**src/rtl/cpu_types_pkg.sv**
```systemverilog
// Shared CPU types: ALU operand-B source encodings and hold FSM states.
// Imported by the operand select stage and its mux.
package cpu_types_pkg;

  typedef enum logic [2:0] {
    SRC_REG       = 3'd0,
    SRC_IMM       = 3'd1,
    SRC_SHAMT     = 3'd2,
    SRC_FWD_EXMEM = 3'd3,
    SRC_FWD_MEMWB = 3'd4,
    SRC_LUI       = 3'd5
  } aluSrc_t;

  typedef enum logic {
    LIVE = 1'b0,
    HELD = 1'b1
  } holdState_t;

  function automatic logic is_fwd(input logic [2:0] src);
    return (aluSrc_t'(src) == SRC_FWD_EXMEM) ||
           (aluSrc_t'(src) == SRC_FWD_MEMWB);
  endfunction

endpackage

```
**src/rtl/operand_select_stage_operand_mux.sv**
```systemverilog
// Combinational ALU operand-B source select.
// Codes 6 and 7 fall back to the register operand.
module operand_mux
  import cpu_types_pkg::*;
#(
  parameter int WIDTH   = 32,
  parameter int SHAMT_W = 5,
  parameter int IMM_W   = 16
) (
  input  logic [WIDTH-1:0]   readReg2,
  input  logic [WIDTH-1:0]   extendedImmediate,
  input  logic [SHAMT_W-1:0] shiftAmount,
  input  logic [WIDTH-1:0]   exMemResult,
  input  logic [WIDTH-1:0]   memWbResult,
  input  logic [2:0]         aluSource,
  output logic [WIDTH-1:0]   sel
);

  logic [IMM_W-1:0] imm_lo;
  logic [WIDTH-1:0] lui;

  assign imm_lo = extendedImmediate[IMM_W-1:0];
  assign lui    = WIDTH'(imm_lo) << IMM_W;

  always_comb begin
    sel = readReg2;
    case (aluSrc_t'(aluSource))
      SRC_REG:       sel = readReg2;
      SRC_IMM:       sel = extendedImmediate;
      SRC_SHAMT:     sel = WIDTH'(shiftAmount);
      SRC_FWD_EXMEM: sel = exMemResult;
      SRC_FWD_MEMWB: sel = memWbResult;
      SRC_LUI:       sel = lui;
      default:       sel = readReg2;
    endcase
  end

endmodule

```
**src/rtl/operand_select_stage.sv**
```systemverilog
// Operand-B select stage: registers the selected operand and freezes a
// forwarded value across a stall, since the forwarding source moves on.
module operand_select_stage
  import cpu_types_pkg::*;
#(
  parameter int WIDTH   = 32,
  parameter int SHAMT_W = 5,
  parameter int IMM_W   = 16
) (
  input  logic               CLK,
  input  logic               nRST,
  input  logic [WIDTH-1:0]   readReg2,
  input  logic [WIDTH-1:0]   extendedImmediate,
  input  logic [SHAMT_W-1:0] shiftAmount,
  input  logic [WIDTH-1:0]   exMemResult,
  input  logic [WIDTH-1:0]   memWbResult,
  input  logic [2:0]         aluSource,
  input  logic               inValid,
  input  logic               stall,
  input  logic               flush,
  output logic [WIDTH-1:0]   operand,
  output logic               operandValid,
  output logic               holding
);

  holdState_t       state_q;
  holdState_t       state_d;
  logic [WIDTH-1:0] sel;
  logic [WIDTH-1:0] hold_q;
  logic [WIDTH-1:0] eff;
  logic             fwd;
  logic             capture;

  operand_mux #(
    .WIDTH  (WIDTH),
    .SHAMT_W(SHAMT_W),
    .IMM_W  (IMM_W)
  ) u_mux (
    .readReg2         (readReg2),
    .extendedImmediate(extendedImmediate),
    .shiftAmount      (shiftAmount),
    .exMemResult      (exMemResult),
    .memWbResult      (memWbResult),
    .aluSource        (aluSource),
    .sel              (sel)
  );

  assign fwd     = is_fwd(aluSource);
  assign capture = (state_q == LIVE) && (state_d == HELD);
  assign eff     = (state_q == HELD && fwd) ? hold_q : sel;
  assign holding = (state_q == HELD);

  always_comb begin
    state_d = state_q;
    if (flush) begin
      state_d = LIVE;
    end else if (stall) begin
      if (state_q == LIVE && inValid && fwd)
        state_d = HELD;
    end else begin
      state_d = LIVE;
    end
  end

  always_ff @(posedge CLK or negedge nRST) begin
    if (!nRST) state_q <= LIVE;
    else       state_q <= state_d;
  end

  always_ff @(posedge CLK or negedge nRST) begin
    if (!nRST) begin
      hold_q <= '0;
    end else if (flush) begin
      hold_q <= '0;
    end else if (capture) begin
      hold_q <= sel;
    end
  end

  always_ff @(posedge CLK or negedge nRST) begin
    if (!nRST) begin
      operand      <= '0;
      operandValid <= 1'b0;
    end else if (flush) begin
      operand      <= '0;
      operandValid <= 1'b0;
    end else if (!stall) begin
      operand      <= eff;
      operandValid <= inValid;
    end
  end

endmodule

```
**config.mk**
```make
export PLATFORM = sky130hd
export DESIGN_NAME = operand_select_stage
export DESIGN_NICKNAME = d
export VERILOG_FILES = /design/src/rtl/cpu_types_pkg.sv /design/src/rtl/operand_select_stage_operand_mux.sv /design/src/rtl/operand_select_stage.sv
export SDC_FILE = /design/constraint.sdc
export NUM_CORES = 1
export LEC_CHECK = 0
export ABC_AREA = 0
export CORE_MARGIN = 2
export CORE_UTILIZATION = 30
export CTS_BUF_LIST = sky130_fd_sc_hd__clkbuf_2
export DETAILED_ROUTE_END_ITERATION = 8
export GPL_ROUTABILITY_DRIVEN = 0
export GPL_TIMING_DRIVEN = 0
export PLACE_DENSITY_LB_ADDON = 0.2
export RECOVER_POWER = 100
export SYNTH_ARGS = -nofsm -noshare
export SYNTH_HDL_FRONTEND = slang
export SYNTH_HIERARCHICAL = 1
export SYNTH_SLANG_ARGS = --single-unit
```
**constraint.sdc**
```tcl
create_clock -name CLK -period 2.44 [get_ports CLK]
set_input_delay 0.366 -clock CLK [delete_from_list [all_inputs] [get_ports CLK]]
set_output_delay 0.366 -clock CLK [all_outputs]
set_load 0.05 [all_outputs]
```
==> flow_summary_export.csv, run 1 <==
group,metric,value,unit
worst_setup_path,worstPathRequired,2.88,ns
drt,dr.first_iter.drc_count,524,
power,power.total,2.91,mW
clock_network,cts_tree,"done",
synthesis,yosysTopAreaCell,"dfrtp_1",
synthesis,yosysWarnings,6,
timing,finalMaxSlewViolations,67,
drt,routed_wl,20300,µm
clock_network,clock_path_buffers,2,
worst_setup_path,critPathMaxFanout,10,
floorplanning,die_w,134,µm
final_layout,diodes,0,
drt,route.detailed.drc,0,
worst_setup_path,arrival,2.72,ns
clock_network,cts_inserted_buffers,9,
synthesis,synth.avg_cell_area,8.12,µm²
floorplanning,rows,47,
synthesis,yosysTopAreaCellShare,0.326,
clock_network,cts_htree_levels,3,
drt,via_per_inst,5.41,
timing,finalCriticalPeriod,2.28,ns
hold_path,hold_depth,3,
global_route,grt_pass1_vias,5702,
worst_setup_path,critPathCaptureType,"register",
floorplanning,die_h,134,µm
floorplanning,die_area,17900,µm²
synthesis,synth_seq_area_share,0.326,
final_layout,drive_above_1_share,0.0713,
synthesis,syn_area,5070,µm²
power,vdd_drop_max,273,µV
final_layout,final_nets,950,
floorplanning,ios,175,
flow_run,maxCapViolCount,1,
power,leakage,2.97,nW
timing,final_hold_viol_count,0,
synthesis,synth_seq_cells,66,
clock_network,clk_latency,0.54,ns
timing,hold_slack,0.377,ns
timing,clock.fmax,0.439,GHz
drt,wl_per_cell,19.6,µm
final_layout,area_delta_synth_final,41.5,%
timing,worst_pin_slew,1.69,ns
worst_setup_path,worstSetupPathType,"primary input to register",
drt,first_pass_iters,5,
timing,setup_viol,0,
hold_path,hp-class,"primary input to register",
floorplanning,core_area,16500,µm²
place,io_buffers,173,
outcome,outcome,"finished, violations left",
place,dp_hpwl,15900,µm
synthesis,synthTopCellsByArea,"dfrtp_1, nand2b_1, mux2i_1",
global_route,grt_pass1_wl,31300,µm
worst_setup_path,worstSetupStartpointType,"primary input",
final_layout,multi_input_area,2930,µm²
synthesis,ys_types,33,
synthesis,synthFlopType,"dfrtp_1",
clock_network,clk_pin_slew_worst_paths,0.20,ns
synthesis,synthCells,624,
floorplanning,start_util,0.307,
synthesis,syn_nets,765,
timing,slew_headroom,-0.126,
timing,rsz0062_at_grt,"no",
worst_setup_path,rr_worst_depth,5,
final_layout,fillCellCount,1621,
global_route,grt_overflow,0,
synthesis,ys_async_sr_fraction,1.00,
drt,vias,5597,
global_route,grt_usage,0.224,
synthesis,synth_enable_flop_cells,0,
outcome,violations,"capacitance limit, slew limit",
global_route,grt_max_degree,67,
drt,ant_nets,0,
clock_network,clock-root-buffer,"clkbuf_2",
power,power_density,407,nW/µm²
timing,fin_skew,0.0143,ns
timing,layout_worst_path_cycle_share,0.934,
clock_network,clock-sinks,66,
global_route,antenna_found_initial,0,
final_layout,register_area,1650,µm²
==> power breakdown <==
part | internal [mW] | switching (mW)
registers | 1.15 | 0.0334
clock network | 0.224 | 0.421
logic | 0.474 | 0.613
total | 1.85 | 1.07
==> placed cells by master (no fill, tap or decap), types with 2 or more instances in the layout <==
cell,netlist,layout
clkdlybuf4s50_1,0,137
nand2b_1,75,75
dfrtp_1,66,66
nor2_1,60,60
a21oi_1,58,58
mux2i_1,44,44
dlygate4sd3_1,0,36
o211ai_1,34,34
o22ai_1,33,33
nand3_1,32,32
a311oi_1,32,32
clkbuf_1,29,30
inv_1,27,27
nor2b_1,26,26
nand2_1,23,23
buf_2,24,22
clkbuf_2,0,15
a22oi_1,9,9
o21bai_1,8,8
buf_6,10,7
buf_4,7,6
a21o_1,6,6
a211oi_1,4,4
clkinv_2,0,3
o32a_1,3,3
o21ai_0,2,2
clkinv_1,0,2
a31oi_1,2,2
==> Yosys cell counts, types with 2 or more instances <==
| library cell | n |
|---|---|
| a211oi_1 | 4 |
| o21ai_0 | 2 |
| inv_1 | 27 |
| nand2b_1 | 75 |
| clkbuf_1 | 29 |
| o21bai_1 | 8 |
| o211ai_1 | 34 |
| a21oi_1 | 58 |
| buf_4 | 7 |
| buf_6 | 10 |
| a21o_1 | 6 |
| nor2_1 | 60 |
| nand3_1 | 32 |
| a22oi_1 | 9 |
| o22ai_1 | 33 |
| buf_2 | 24 |
| o32a_1 | 3 |
| a311oi_1 | 32 |
| mux2i_1 | 44 |
| a31oi_1 | 2 |
| nand2_1 | 23 |
| nor2b_1 | 26 |
| dfrtp_1 | 66 |
==> logic make-up after synthesis <==
group,after synthesis,synth area share
compound gates,194,0.260
buf+inv,97,0.0978
flops,66,0.326
mux,44,0.0869
simple gates,223,0.230
==> critical path, cell delays in order <==
cell             delay, ns
clkdlybuf4s50_1       0.60
buf_4                 0.22
buf_6                 0.15
clkbuf_1              0.46
a21oi_1               0.14
a21oi_1               0.35
nand3_1               0.13
a311oi_1              0.30
==> worst paths after layout <==
kind	from	to	slack, ns
worst max-delay path	aluSource[0]	operand[7]	0.16
worst min-delay path	flush	hold_q[31]	0.38
worst max register to register	holding	operand[11]	0.49
worst min register to register	hold_q[20]	hold_q[20]	0.56
max in group asynchronous	nRST	operand[6]	0.65
min in group asynchronous	nRST	operand[18]	0.77
==> final cells by class <==
type	count	share of cell area
plain buffers	70	0.0518
clock buffers	9	0.00628
clock inverters	7	0.00838
inverters	27	0.0141
multi-input cells	461	0.408
flip-flops and latches	66	0.230
well taps	220	0.0384
repair buffers	174	0.242
==> flip-flops by register name, summed over array words and instances (netlist names) <==
| register | count |
|---|---|
| hold_q | 32 |
| holding | 1 |
| operand | 32 |
| operandValid | 1 |
==> stage by stage <==
| stage | setup TNS (ns) | setup slack, ns | area, µm² | utilization | instances |
|---|---|---|---|---|---|
| 2_1_floorplan | 0 | 0.772 | 5070 | - | 624 |
| 3_3_place_gp | -86.64 | -1.25 | 7070 | 0.428 | 1017 |
| 3_5_place_dp | -6.08 | -0.438 | 7070 | 0.428 | 1017 |
| 4_1_cts | 0 | 0.130 | 7190 | 0.435 | 1034 |
| 5_1_grt | 0 | 0.0670 | 7170 | 0.434 | 1034 |
| 6_report | 0 | 0.160 | 7170 | 0.434 | 1034 |
==> routing by layer <==
| metal | vias up | GRT usage | part of all wire |
|---|---|---|---|
| met5 | - | 0 | 0 |
| met4 | 0 | 0.0762 | 0.031 |
| met3 | 46 | 0.0401 | 0.079 |
| met2 | 298 | 0.352 | 0.45 |
| met1 | 2644 | 0.311 | 0.44 |
| li1 | 2609 | - | - |
==> timing repair <==
item / in CTS / in global routing
setup buffers: 0 / 0
hold buffers: 1 / 0
setup endpoints to repair: 0 / 1
gates resized for setup: 0 / 1
hold endpoints to repair: 66 / 0
No activity file was read; power rests on OpenSTA's default activity.
==> inputs of run 2 (changes only) <==
--- a/config.mk
+++ b/config.mk
@@ -6,6 +6,7 @@
 export NUM_CORES = 1
 export LEC_CHECK = 0
 export ABC_AREA = 0
+export CORE_ASPECT_RATIO = 0.75
 export CORE_MARGIN = 2
 export CORE_UTILIZATION = 30
 export CTS_BUF_LIST = sky130_fd_sc_hd__clkbuf_2
==> run 2 against run 1 <==
- the run still ends with capacitance limit, slew limit left
- sequential share of layout area down 0.076 points
- first-iteration DRC count down 12%
- worst hold slack better by 0.0019 ns
- die area about the same
- largest cell class unchanged
==> flow_summary_export.csv, run 2 (synthesized netlist as in run 1, its figures left out) <==
group,metric,value,unit
global_route,grt_usage,0.224,
place,io_buffers,173,
worst_setup_path,worstSetupPathType,"primary input to register",
final_layout,final_util,0.431,
worst_setup_path,slowest_delay,0.68,ns
worst_setup_path,critPathCaptureType,"register",
outcome,violations,"capacitance limit, slew limit",
floorplanning,ios,175,
drt,via_per_inst,5.27,
timing,setup_viol,0,
floorplanning,die_area,18000,µm²
timing,slew_headroom,-0.149,
final_layout,final_nets,950,
place,dp.cells,1012,
final_layout,final_common_cell,"clkdlybuf4s50_1",
timing,worst_pin_slew,1.72,ns
worst_setup_path,worstSetupStartpointType,"primary input",
flow_run,maxCapViolCount,1,
drt,dr.first_iter.drc_count,461,
global_route,grt_overflow,0,
power,intPower,1.96,mW
final_layout,most-common-layout-cells,"clkdlybuf4s50_1, nand2b_1, dfrtp_1",
worst_setup_path,worstPathRequired,2.90,ns
global_route,antenna_found_initial,0,
floorplanning,rows,41,
drt,ant_nets,0,
floorplanning,core_area,16700,µm²
power,vdd_drop_max,247,µV
final_layout,area_delta_synth_final,41.9,%
place,dp_hpwl,15800,µm
timing,layout_worst_path_cycle_share,0.927,
final_layout,diodes,0,
final_layout,fillCellCount,1682,
floorplanning,die_w,154,µm
floorplanning,start_util,0.304,
final_layout,reg_top3,"hold_q: 32 flops, operand: 32 flops",
drt,route.detailed.drc,0,
hold_path,hp-class,"primary input to register",
drt,wl_per_cell,19.6,µm
drt,first_pass_iters,5,
final_layout,multi_input_area,2930,µm²
clock_network,clock_path_buffers,2,
power,switchingPower,1.08,mW
clock_network,clk_latency,0.52,ns
worst_setup_path,critPathMostFrequentCell,"clkbuf_2",
clock_network,clock-sinks,66,
timing,rsz0062_at_grt,"no",
power,clockPowerShare,0.255,
worst_setup_path,critPathMaxFanout,11,
timing,clock.fmax,0.442,GHz
clock_network,cts_htree_levels,3,
worst_setup_path,critPathTopFamily,"buffers and inverters",
worst_setup_path,arrival,2.72,ns
timing,finalCriticalPeriod,2.26,ns
final_layout,register_area,1650,µm²
final_layout,drive_above_1_share,0.0725,
worst_setup_path,crit_slowest_cell,"clkdlybuf4s50_1",
drt,vias,5419,
final_layout,final_cells,1029,
clock_network,clock-root-buffer,"clkbuf_2",
timing,finalMaxSlewViolations,67,
worst_setup_path,crit_chain,"clkdlybuf4s50_1 > nor3b_2 > o2111a_1 > clkbuf_2 > clkbuf_2 > mux2i_1",
clock_network,cts_tree,"done",
power,leakage,2.97,nW
timing,hold_slack,0.379,ns
power,power_density,423,nW/µm²
timing,fin_skew,0.0139,ns
power,power.total,3.04,mW
outcome,outcome,"finished, violations left",
power,power_frac_seq,0.389,
power,p_sw_frac,0.357,
global_route,grt_pass1_wl,30600,µm
timing,final_hold_viol_count,0,
global_route,grt_max_degree,67,
drt,routed_wl,20200,µm
global_route,grt_pass1_vias,5247,
floorplanning,die_h,117,µm
clock_network,clk_pin_slew_worst_paths,0.20,ns
clock_network,cts_inserted_buffers,9,
worst_setup_path,crit_buf_inv,3,
clock_network,post_cts_buffers,0,
power,p_comb_frac,0.356,
run 2: path summary, 6_finish.rpt:
check | from | to | slack [ns] | cells past startpoint
max | aluSource[1] | hold_q[20] | 0.18 | 6
min | flush | hold_q[31] | 0.38 | 3
max reg2reg | holding | operand[15] | 0.48 | 5
min reg2reg | hold_q[4] | hold_q[4] | 0.55 | 2
max in group asynchronous | nRST | operandValid | 0.62 | 2
min in group asynchronous | nRST | operand[20] | 0.77 | 2
run 2: power by group through the flow:
stage	combinational (mW)	sequential (mW)	clock, mW
CTS	1.10	1.19	0.789
finish	1.08	1.18	0.774
global placement	1.09	1.21	0
floorplan	0.432	1.35	0
global route	1.16	1.19	0.847
detailed placement	1.09	1.20	0
run 2: repair_timing:
action	CTS	global route
resized for setup	0	1
hold buffers	1	0
setup endpoints to repair	0	1
hold endpoints to repair	66	0
run 2: layout make-up:
cell class	count	share of cell area
multi-input combinational	461	0.407
timing repair buffer	174	0.241
sequential	66	0.230
buffer	70	0.0511
tap	215	0.0374
inverter	27	0.0141
clock inverter	7	0.0130
clock buffer	9	0.00626
run 2: per-stage QoR:
step	TNS, ns	setup WS [ns]	area, µm²
detailed placement	-7.36	-0.504	7070
floorplan	0	0.772	5070
global route	0	0.0994	7190
finish	0	0.178	7190
global placement	-96.71	-1.38	7070
CTS	0	0.0669	7210
run 2: routing by layer:
metal	up-vias	wire [µm]	track usage
li1	2611	-	-
met1	2573	10300	0.344
met2	212	8260	0.327
met3	23	1320	0.0423
met4	0	343	0.0442
met5	-	0	0
run 2: worst reg2reg max path, cell delays in order (launching register included):
cell      delay [ns]
dfrtp_1         0.45
clkbuf_1        0.23
nand4b_1        0.28
clkbuf_1        0.47
nand3_1         0.15
a311oi_1        0.30
==> inputs of run 3 (changes only) <==
--- a/config.mk
+++ b/config.mk
@@ -5,7 +5,6 @@
 export SDC_FILE = /design/constraint.sdc
 export NUM_CORES = 1
 export LEC_CHECK = 0
-export ABC_AREA = 0
 export CORE_ASPECT_RATIO = 0.75
 export CORE_MARGIN = 2
 export CORE_UTILIZATION = 30
==> results of run 3 <==
Final layout, timing and power as in run 2 (identical DEF).
